<file path="src/rtl/game_timer_ctrl.sv">
`default_nettype none
// ============================================================================
//  Module   : game_timer_ctrl
//  Purpose  : Sequencing controller for the two-digit BCD level timer.
//             Loads the start value on level start and derives a 1 Hz count
//             strobe from the system clock. Also handles pause, freeze on
//             player death, expiry, and the end-of-level bonus tally (fast
//             drain of remaining seconds, one score pulse per second).
//  Ports    : clk, resetN (async, active-low)
//             level_start, pause_req, level_done, player_dead - game events
//             countL/countH/timer_tc     - timer value and terminal count
//             timer_loadN/timer_ena/timer_ena_cnt/timer_countDownMode
//                                         - timer control
//             time_up, bonus_pulse, tally_done - event pulses
//             warning                    - low-time indicator
//             state                      - FSM state (IDLE=0 .. EXPIRED=5)
//  Revision : 1.0 - initial release
// ============================================================================
module game_timer_ctrl #(
  parameter int CLK_HZ    = 25_000_000,
  parameter int TALLY_DIV = 250_000,
  parameter int WARN_SEC  = 10
) (
  input  logic       clk,
  input  logic       resetN,
  input  logic       level_start,
  input  logic       pause_req,
  input  logic       level_done,
  input  logic       player_dead,
  input  logic [3:0] countL,
  input  logic [3:0] countH,
  input  logic       timer_tc,
  output logic       timer_loadN,
  output logic       timer_ena,
  output logic       timer_ena_cnt,
  output logic       timer_countDownMode,
  output logic       time_up,
  output logic       bonus_pulse,
  output logic       tally_done,
  output logic       warning,
  output logic [2:0] state
);

  localparam int c_max_div = (CLK_HZ > TALLY_DIV) ? CLK_HZ : TALLY_DIV;
  localparam int c_presc_w = (c_max_div > 1) ? $clog2(c_max_div) : 1;
  localparam logic [c_presc_w-1:0] c_run_last   = c_presc_w'(CLK_HZ - 1);
  localparam logic [c_presc_w-1:0] c_tally_last = c_presc_w'(TALLY_DIV - 1);
  localparam logic [6:0]           c_warn       = 7'(WARN_SEC);

  typedef enum logic [2:0] {
    S_IDLE    = 3'd0,
    S_LOAD    = 3'd1,
    S_RUN     = 3'd2,
    S_PAUSE   = 3'd3,
    S_TALLY   = 3'd4,
    S_EXPIRED = 3'd5
  } state_t;

  state_t                 r_state;
  state_t                 w_next_state;
  logic [c_presc_w-1:0]   r_presc;
  logic [c_presc_w-1:0]   w_presc_next;
  logic                   r_time_up;
  logic                   r_tally_done;
  logic                   w_run_due;
  logic                   w_tally_due;
  logic [6:0]             w_value;

  // A step is "due" on the last prescaler count of the current period.
  assign w_run_due   = (r_state == S_RUN)   && (r_presc == c_run_last);
  assign w_tally_due = (r_state == S_TALLY) && (r_presc == c_tally_last);

  // Next-state logic. level_start overrides everything; within RUN/PAUSE the
  // order player_dead > level_done > timer_tc > pause_req applies.
  always_comb begin
    w_next_state = r_state;
    if (level_start) begin
      w_next_state = S_LOAD;
    end else begin
      case (r_state)
        S_IDLE:    w_next_state = S_IDLE;
        S_LOAD:    w_next_state = S_RUN;
        S_RUN: begin
          if (player_dead)     w_next_state = S_IDLE;
          else if (level_done) w_next_state = S_TALLY;
          else if (timer_tc)   w_next_state = S_EXPIRED;
          else if (pause_req)  w_next_state = S_PAUSE;
        end
        S_PAUSE: begin
          if (player_dead)     w_next_state = S_IDLE;
          else if (level_done) w_next_state = S_TALLY;
          else if (!pause_req) w_next_state = S_RUN;
        end
        S_TALLY: begin
          if (w_tally_due && timer_tc) w_next_state = S_IDLE;
        end
        S_EXPIRED: w_next_state = S_EXPIRED;
        default:   w_next_state = S_IDLE;
      endcase
    end
  end

  // Prescaler: counts while the current state is RUN (also on the cycle that
  // leaves for PAUSE), holds through PAUSE so a resume finishes the partial
  // second, and runs at the tally rate inside TALLY. Every other path,
  // including entry into RUN from LOAD and entry into TALLY, clears it.
  always_comb begin
    w_presc_next = '0;
    if (r_state == S_RUN && (w_next_state == S_RUN || w_next_state == S_PAUSE))
      w_presc_next = w_run_due ? '0 : r_presc + 1'b1;
    else if (r_state == S_PAUSE && (w_next_state == S_RUN || w_next_state == S_PAUSE))
      w_presc_next = r_presc;
    else if (r_state == S_TALLY && w_next_state == S_TALLY)
      w_presc_next = w_tally_due ? '0 : r_presc + 1'b1;
  end

  always_ff @(posedge clk or negedge resetN) begin
    if (!resetN) begin
      r_state      <= S_IDLE;
      r_presc      <= '0;
      r_time_up    <= 1'b0;
      r_tally_done <= 1'b0;
    end else begin
      r_state      <= w_next_state;
      r_presc      <= w_presc_next;
      r_time_up    <= (w_next_state == S_EXPIRED) && (r_state != S_EXPIRED);
      r_tally_done <= (r_state == S_TALLY) && (w_next_state == S_IDLE);
    end
  end

  // Timer value in binary for the low-time comparison.
  assign w_value = ({3'b000, countH} * 7'd10) + {3'b000, countL};

  assign timer_loadN         = (r_state != S_LOAD);
  assign timer_ena           = (r_state != S_IDLE);
  assign timer_countDownMode = 1'b1;
  // Strobes are gated by timer_tc so the counter never wraps past 00.
  assign timer_ena_cnt       = (w_run_due || w_tally_due) && !timer_tc;
  assign bonus_pulse         = w_tally_due && !timer_tc;
  assign time_up             = r_time_up;
  assign tally_done          = r_tally_done;
  assign warning             = ((r_state == S_RUN) || (r_state == S_PAUSE)) &&
                               (w_value != 7'd0) && (w_value < c_warn);
  assign state               = r_state;

endmodule
`default_nettype wire

</file>
<file path="config.mk">
export PLATFORM = sky130hd
export DESIGN_NAME = game_timer_ctrl
export DESIGN_NICKNAME = d
export VERILOG_FILES = /design/src/rtl/game_timer_ctrl.sv
export SDC_FILE = /design/constraint.sdc
export NUM_CORES = 1
export LEC_CHECK = 0
export ABC_CLOCK_PERIOD_IN_PS = 3300
export CAP_MARGIN = 10
export CORE_MARGIN = 3
export CORE_UTILIZATION = 55
export DETAILED_ROUTE_END_ITERATION = 6
export HOLD_SLACK_MARGIN = 0.08
export PLACE_DENSITY = 0.88
export RECOVER_POWER = 100
export SYNTH_ARGS = -nofsm -noshare
export SYNTH_HDL_FRONTEND = slang
export SYNTH_SLANG_ARGS = --single-unit
</file>
<file path="constraint.sdc">
create_clock -name clk -period 3.3 [get_ports clk]
set_input_delay 0.825 -clock clk [delete_from_list [all_inputs] [get_ports clk]]
set_output_delay 0.825 -clock clk [all_outputs]
set_load 0.02 [all_outputs]
</file>
# Word level (Yosys, flattened, before mapping)
# Cells that the tools add are included.
classes:
  muxes: 15
  reduce_logical: 19
  mul: 1
  add_sub_neg: 2
  n_eq_ne: 14
  n_lt_le_gt_ge: 1
op_table:
  columns: ["op", "n"]
  rows:
  - ["2-to-1 mux 25 bit", 5]
  - ["2-to-1 mux 3 bit", 9]
  - ["adder 25 x 1 -> 25 bit, second input constant", 1]
  - ["== test 25 x 18 -> 1 bit, second input constant", 1]
  - ["== test 25 bit, second input constant", 1]
  - ["one-hot mux 3 bit (5 select lines)", 1]
  - ["== test 3 x 2 -> 1 bit, second input constant", 4]
  - ["== test 3 bit, second input constant", 4]
  - ["logical AND 1 bit", 12]
  - ["adder 7 x 4 -> 7 bit", 1]
  - ["less-than comparator 7 x 4 -> 1 bit, second input constant", 1]
  - ["nonzero test 7 bit", 1]
  - ["multiplier 4 x 3 -> 6 bit, second input constant", 1]
  - ["== test 3 x 1 -> 1 bit, second input constant", 1]
  - ["zero test 3 bit", 1]
  - ["logical OR 1 bit", 3]
  - ["!= test 3 x 1 -> 1 bit, second input constant", 1]
  - ["!= test 3 bit, second input constant", 1]
  - ["nonzero test 3 bit", 1]
  - ["!= test 2 bit, second input constant", 1]
  - ["zero test 1 bit", 1]
totals:
  elab_cells: 56
  ff_bits: 30
  out_inout_bits: 11

# Longest topological paths before layout
depth:
  depth_word: 11
  mapped_depth: 9

# Least setup slack after synthesis
# Ideal clock, no wire load.
synth_path:
  path_type: "input port to output port"
  start: "in countH[1]"
  end: "out warning"
  arrival_ns: 2.858
  path_buffers: 0
  cell_stages: 8
  slack_ns: -0.383
  cell_sequence: "ha_1 ha_1 fa_1 xor2_1 xor2_1 nor2_1 a22oi_1 nor4_1"
synth_via:
  elab_chain_cells: 5
synth_lines:
  columns: ["element", "line", "text"]
  rows:
  - ["start, declared", "31", "input logic [3:0] countH,"]
  - ["multiplier 4 x 3 -> 6 bit *", "132", "assign w_value = ({3'b000, countH} * 7'd10) + {3'b000, countL};"]
  - ["adder 7 x 4 -> 7 bit *", "132", null]
  - ["branches (longest 2 deep; another with less-than comparator 7 x 4 -> 1 bit)", null, null]
  - ["logical AND 1 bit *", "143", "(w_value != 7'd0) && (w_value < c_warn);"]
  - ["end, declared", "40", "output logic warning,"]
# Every way passes the cells marked *.

# Worst setup path in the final report
layout_path:
  start: "in countH[3]"
  end: "out warning"
# Same word-level chain as after synthesis.

==> impl_metrics.json <==
{
  "outcome": "complete, but fails checks",
  "violations": "capacitance limit, slew limit, setup timing",
  "ys_ff_latch": 30,
  "pre_cts_slack_ns": -1.01,
  "r2r_slack_ns": 0.24,
  "clkPwrFrac_pct": 26.9,
  "setup_ws_ns": -0.0904,
  "rr_endpoint": "r_presc[24]$_DFFE_PN0P_",
  "setup_violations": 1,
  "p_leak_nw": 1.01,
  "drtAntennaViolNets": 0,
  "syn_inst": 223,
  "yosys_warnings": 0,
  "power_mw": 0.740,
  "holdPathEnd": "state[1]$_DFF_PN0_",
  "seq_power_share_pct": 51.9,
  "worst_setup_path_start_kind": "input port",
  "cts_root_buf": "clkbuf_4",
  "yosys_most_used_dff": "dfrtp_1",
  "post-cts-setup-buffers": 0,
  "slew_headroom_pct": -5.56,
  "cts_tree": "done",
  "crit_cells": 10,
  "crit_fanout": 2,
  "power_switching_share_pct": 28.6,
  "core.rowCount": 21,
  "place_congestion": 0.856,
  "syn_to_final_growth_pct": 23.7,
  "routed_via_density": 5.94,
  "min_path_cells": 1,
  "pin_count": 26,
  "grt_max_degree": 31,
  "drc_errors": 0,
  "synthTopCellsByCount": "dfrtp_1 (30), nor2_1 (25), nand2_1 (20), a21oi_1 (13), nand3_1 (11)",
  "hold_violations": 0,
  "fmax_mhz": 295,
  "core_area_um2": 3390,
  "grt_pass1_vias": 1732,
  "hpwl_um": 3420,
  "fin_crit_sh_pct": 103,
  "hp-start": "state[2]$_DFF_PN0_",
  "start_util_pct": 58.2,
  "net-switching-power_mw": 0.211,
  "overflow": 0,
  "gr-usage-all-layers_pct": 24.7,
  "vias": 1806,
  "required_ns": 2.47,
  "wl_per_cell_um": 15.7,
  "crit_arrival_ns": 2.57,
  "min_path_type": "reg -> reg",
  "p_comb_share_pct": 21.1,
  "r2r_start": "r_presc[9]$_DFFE_PN0P_",
  "crit_type": "in -> out",
  "skew_ns": 0.00847,
  "dieArea_um2": 4340,
  "avgSynthCellArea_um2": 8.84,
  "drv_slew": 31,
  "synth_edf_count": 0,
  "slowest_stage": "fa_2",
  "yosysMostFrequentCell": "dfrtp_1",
  "die_x_um": 65.9,
  "drtIter0Drc": 105,
  "first_pass_iters": 5,
  "routed_wl_um": 4790,
  "die_h_um": 65.9,
  "clk_pin_slew_worst_paths_ns": 0.08,
  "fin_tns_setup_ns": -0.0904,
  "synth_area_um2": 1970,
  "cts.sinks": 30,
  "cap_violations": 1,
  "grt_setup_unrepaired": "yes",
  "synth_area_leader_cell": "dfrtp_1",
  "htree_levels": 2,
  "max_stage_delay_ns": 0.35,
  "port_buffers": 24,
  "reg2regPathDepth": 6,
  "antenna_cells": 0,
  "period_minus_slack_ns": 3.39,
  "mappedNetlistNets": 247,
  "cts_buffers": 5,
  "grt_pass1_wl_um": 8090,
  "drive_above_1_share_pct": 15.9,
  "seq_area_frac_synth_pct": 38.1,
  "final_core_util_pct": 72.0,
  "synthArstFlopShare_pct": 100,
  "peakVddDrop_mv": 0.225,
  "crit_family": "adder cells",
  "p_per_area_nw_per_um2": 303,
  "p_int_mw": 0.529,
  "worst_slew_pin_slew_ns": 1.58,
  "critPathBufInv": 2,
  "fin_nets": 282,
  "yosysUniqueCellTypes": 48,
  "critPathCaptureType": "primary output",
  "hold_slack_ns": 0.542,
  "clk_path_buf_depth": 2,
  "synth_top_area_share_pct": 38.1,
  "crit_path_cell_trace": "buf_6 -> ha_4 -> ha_4 -> fa_2 -> xor2_2 -> xor2_2 -> nor2_2 -> a22oi_2 -> nor4_4 -> buf_4",
  "synth_area_leaders": "dfrtp_1 (38%), nor2_1 (4.8%), ha_1 (4.4%)",
  "clk_latency_ns": 0.33,
  "antenna_found_initial": 0
}
[power groups by stage]
stage	Combinational [mW]	Sequential, mW	Clock (mW)
after floorplan	0.0751	0.394	0
after global placement	0.131	0.391	0
after detailed placement	0.136	0.392	0
after CTS	0.154	0.384	0.208
after global routing	0.174	0.386	0.224
final	0.156	0.384	0.199
[metal layers]
layer | track usage, % | share of wire [%] | vias up
met1 | 32.1 | 42 | 847
met4 | 8.55 | 1.8 | 0
met2 | 40.4 | 49 | 72
met3 | 5.44 | 6.6 | 10
met5 | 0 | 0 | -
li1 | - | - | 877
[state kept, by name, summed over array words and instances, names as in the netlist]
| register | count |
|---|---|
| r_presc | 25 |
| tally_done | 1 |
| time_up | 1 |
| state | 3 |
[cell families (layout without fill, tap and decap cells)]
family                     Yosys count  count (layout)  synth area share [%]
and+or+nand+nor                    108             108                  29.8
DFF                                 30              30                  38.1
adders and majority gates            9               9                  6.47
AOI/OAI and AO/OA                   45              45                  15.5
other                                1               1                 0.190
muxes                                2               2                  1.02
xor gates and xnor gates            12              12                  5.33
buffers and inverters               16              51                  3.68
[layout by cell type, fill, tap and decap left out, types with 3 or more instances in the layout]
master           count
clkdlybuf4s50_1      6
nand2_1             20
nor2_1              24
dfrtp_1             30
ha_1                 3
a21o_1               5
clkbuf_4             5
nor4bb_1             3
nand4_1              7
nor2b_1              4
xnor2_1              5
nand3b_1             3
inv_1                6
ha_4                 3
a21oi_1             13
xor2_1               5
nor4_1               5
a31oi_1              8
buf_4               13
dlygate4sd3_1        9
nand3_1             11
o21ai_0              6
clkbuf_1             3
or3_1                3
a22o_1               4
nor3_1               6
and3_1               3
[worst reg2reg max path, cell delays in order, from the launching register on]
cell,delay [ns]
dfrtp_1,0.44
or4b_1,0.53
or4_1,0.52
o211ai_1,0.42
nand2_2,0.41
nor2_2,0.47
nor2_1,0.13
[final cells by class]
cell class	count	area (um^2)
clock buffers	7	45.0
flip-flops and latches	30	751
inverters	7	26.3
well taps	46	57.6
fillers	256	950
repair buffers	37	317
multi-input cells	177	1240
[timing repair]
action,4_1_cts,5_1_grt
hold buffers,0,0
hold endpoints to repair,0,0
pin swaps,9,4
setup endpoints to repair,3,3
resized for setup,43,6
[worst max path at each step]
stage / start / slack, ns / to
finish: countH[3] / -0.09 / warning
global route: countH[3] / -0.14 / warning
CTS: countH[3] / -0.15 / warning
detailed placement: countH[1] / -1.01 / warning
global placement: countH[1] / -0.92 / warning
floorplan: countH[1] / 0.03 / warning
[metrics by stage]
stage	cell area, um^2	std cells
2_1_floorplan	1990	223
6_report	2440	304
5_1_grt	2440	304
3_5_place_dp	2340	297
4_1_cts	2440	304
3_3_place_gp	2340	297
No activity file was read; power rests on OpenSTA's default activity.
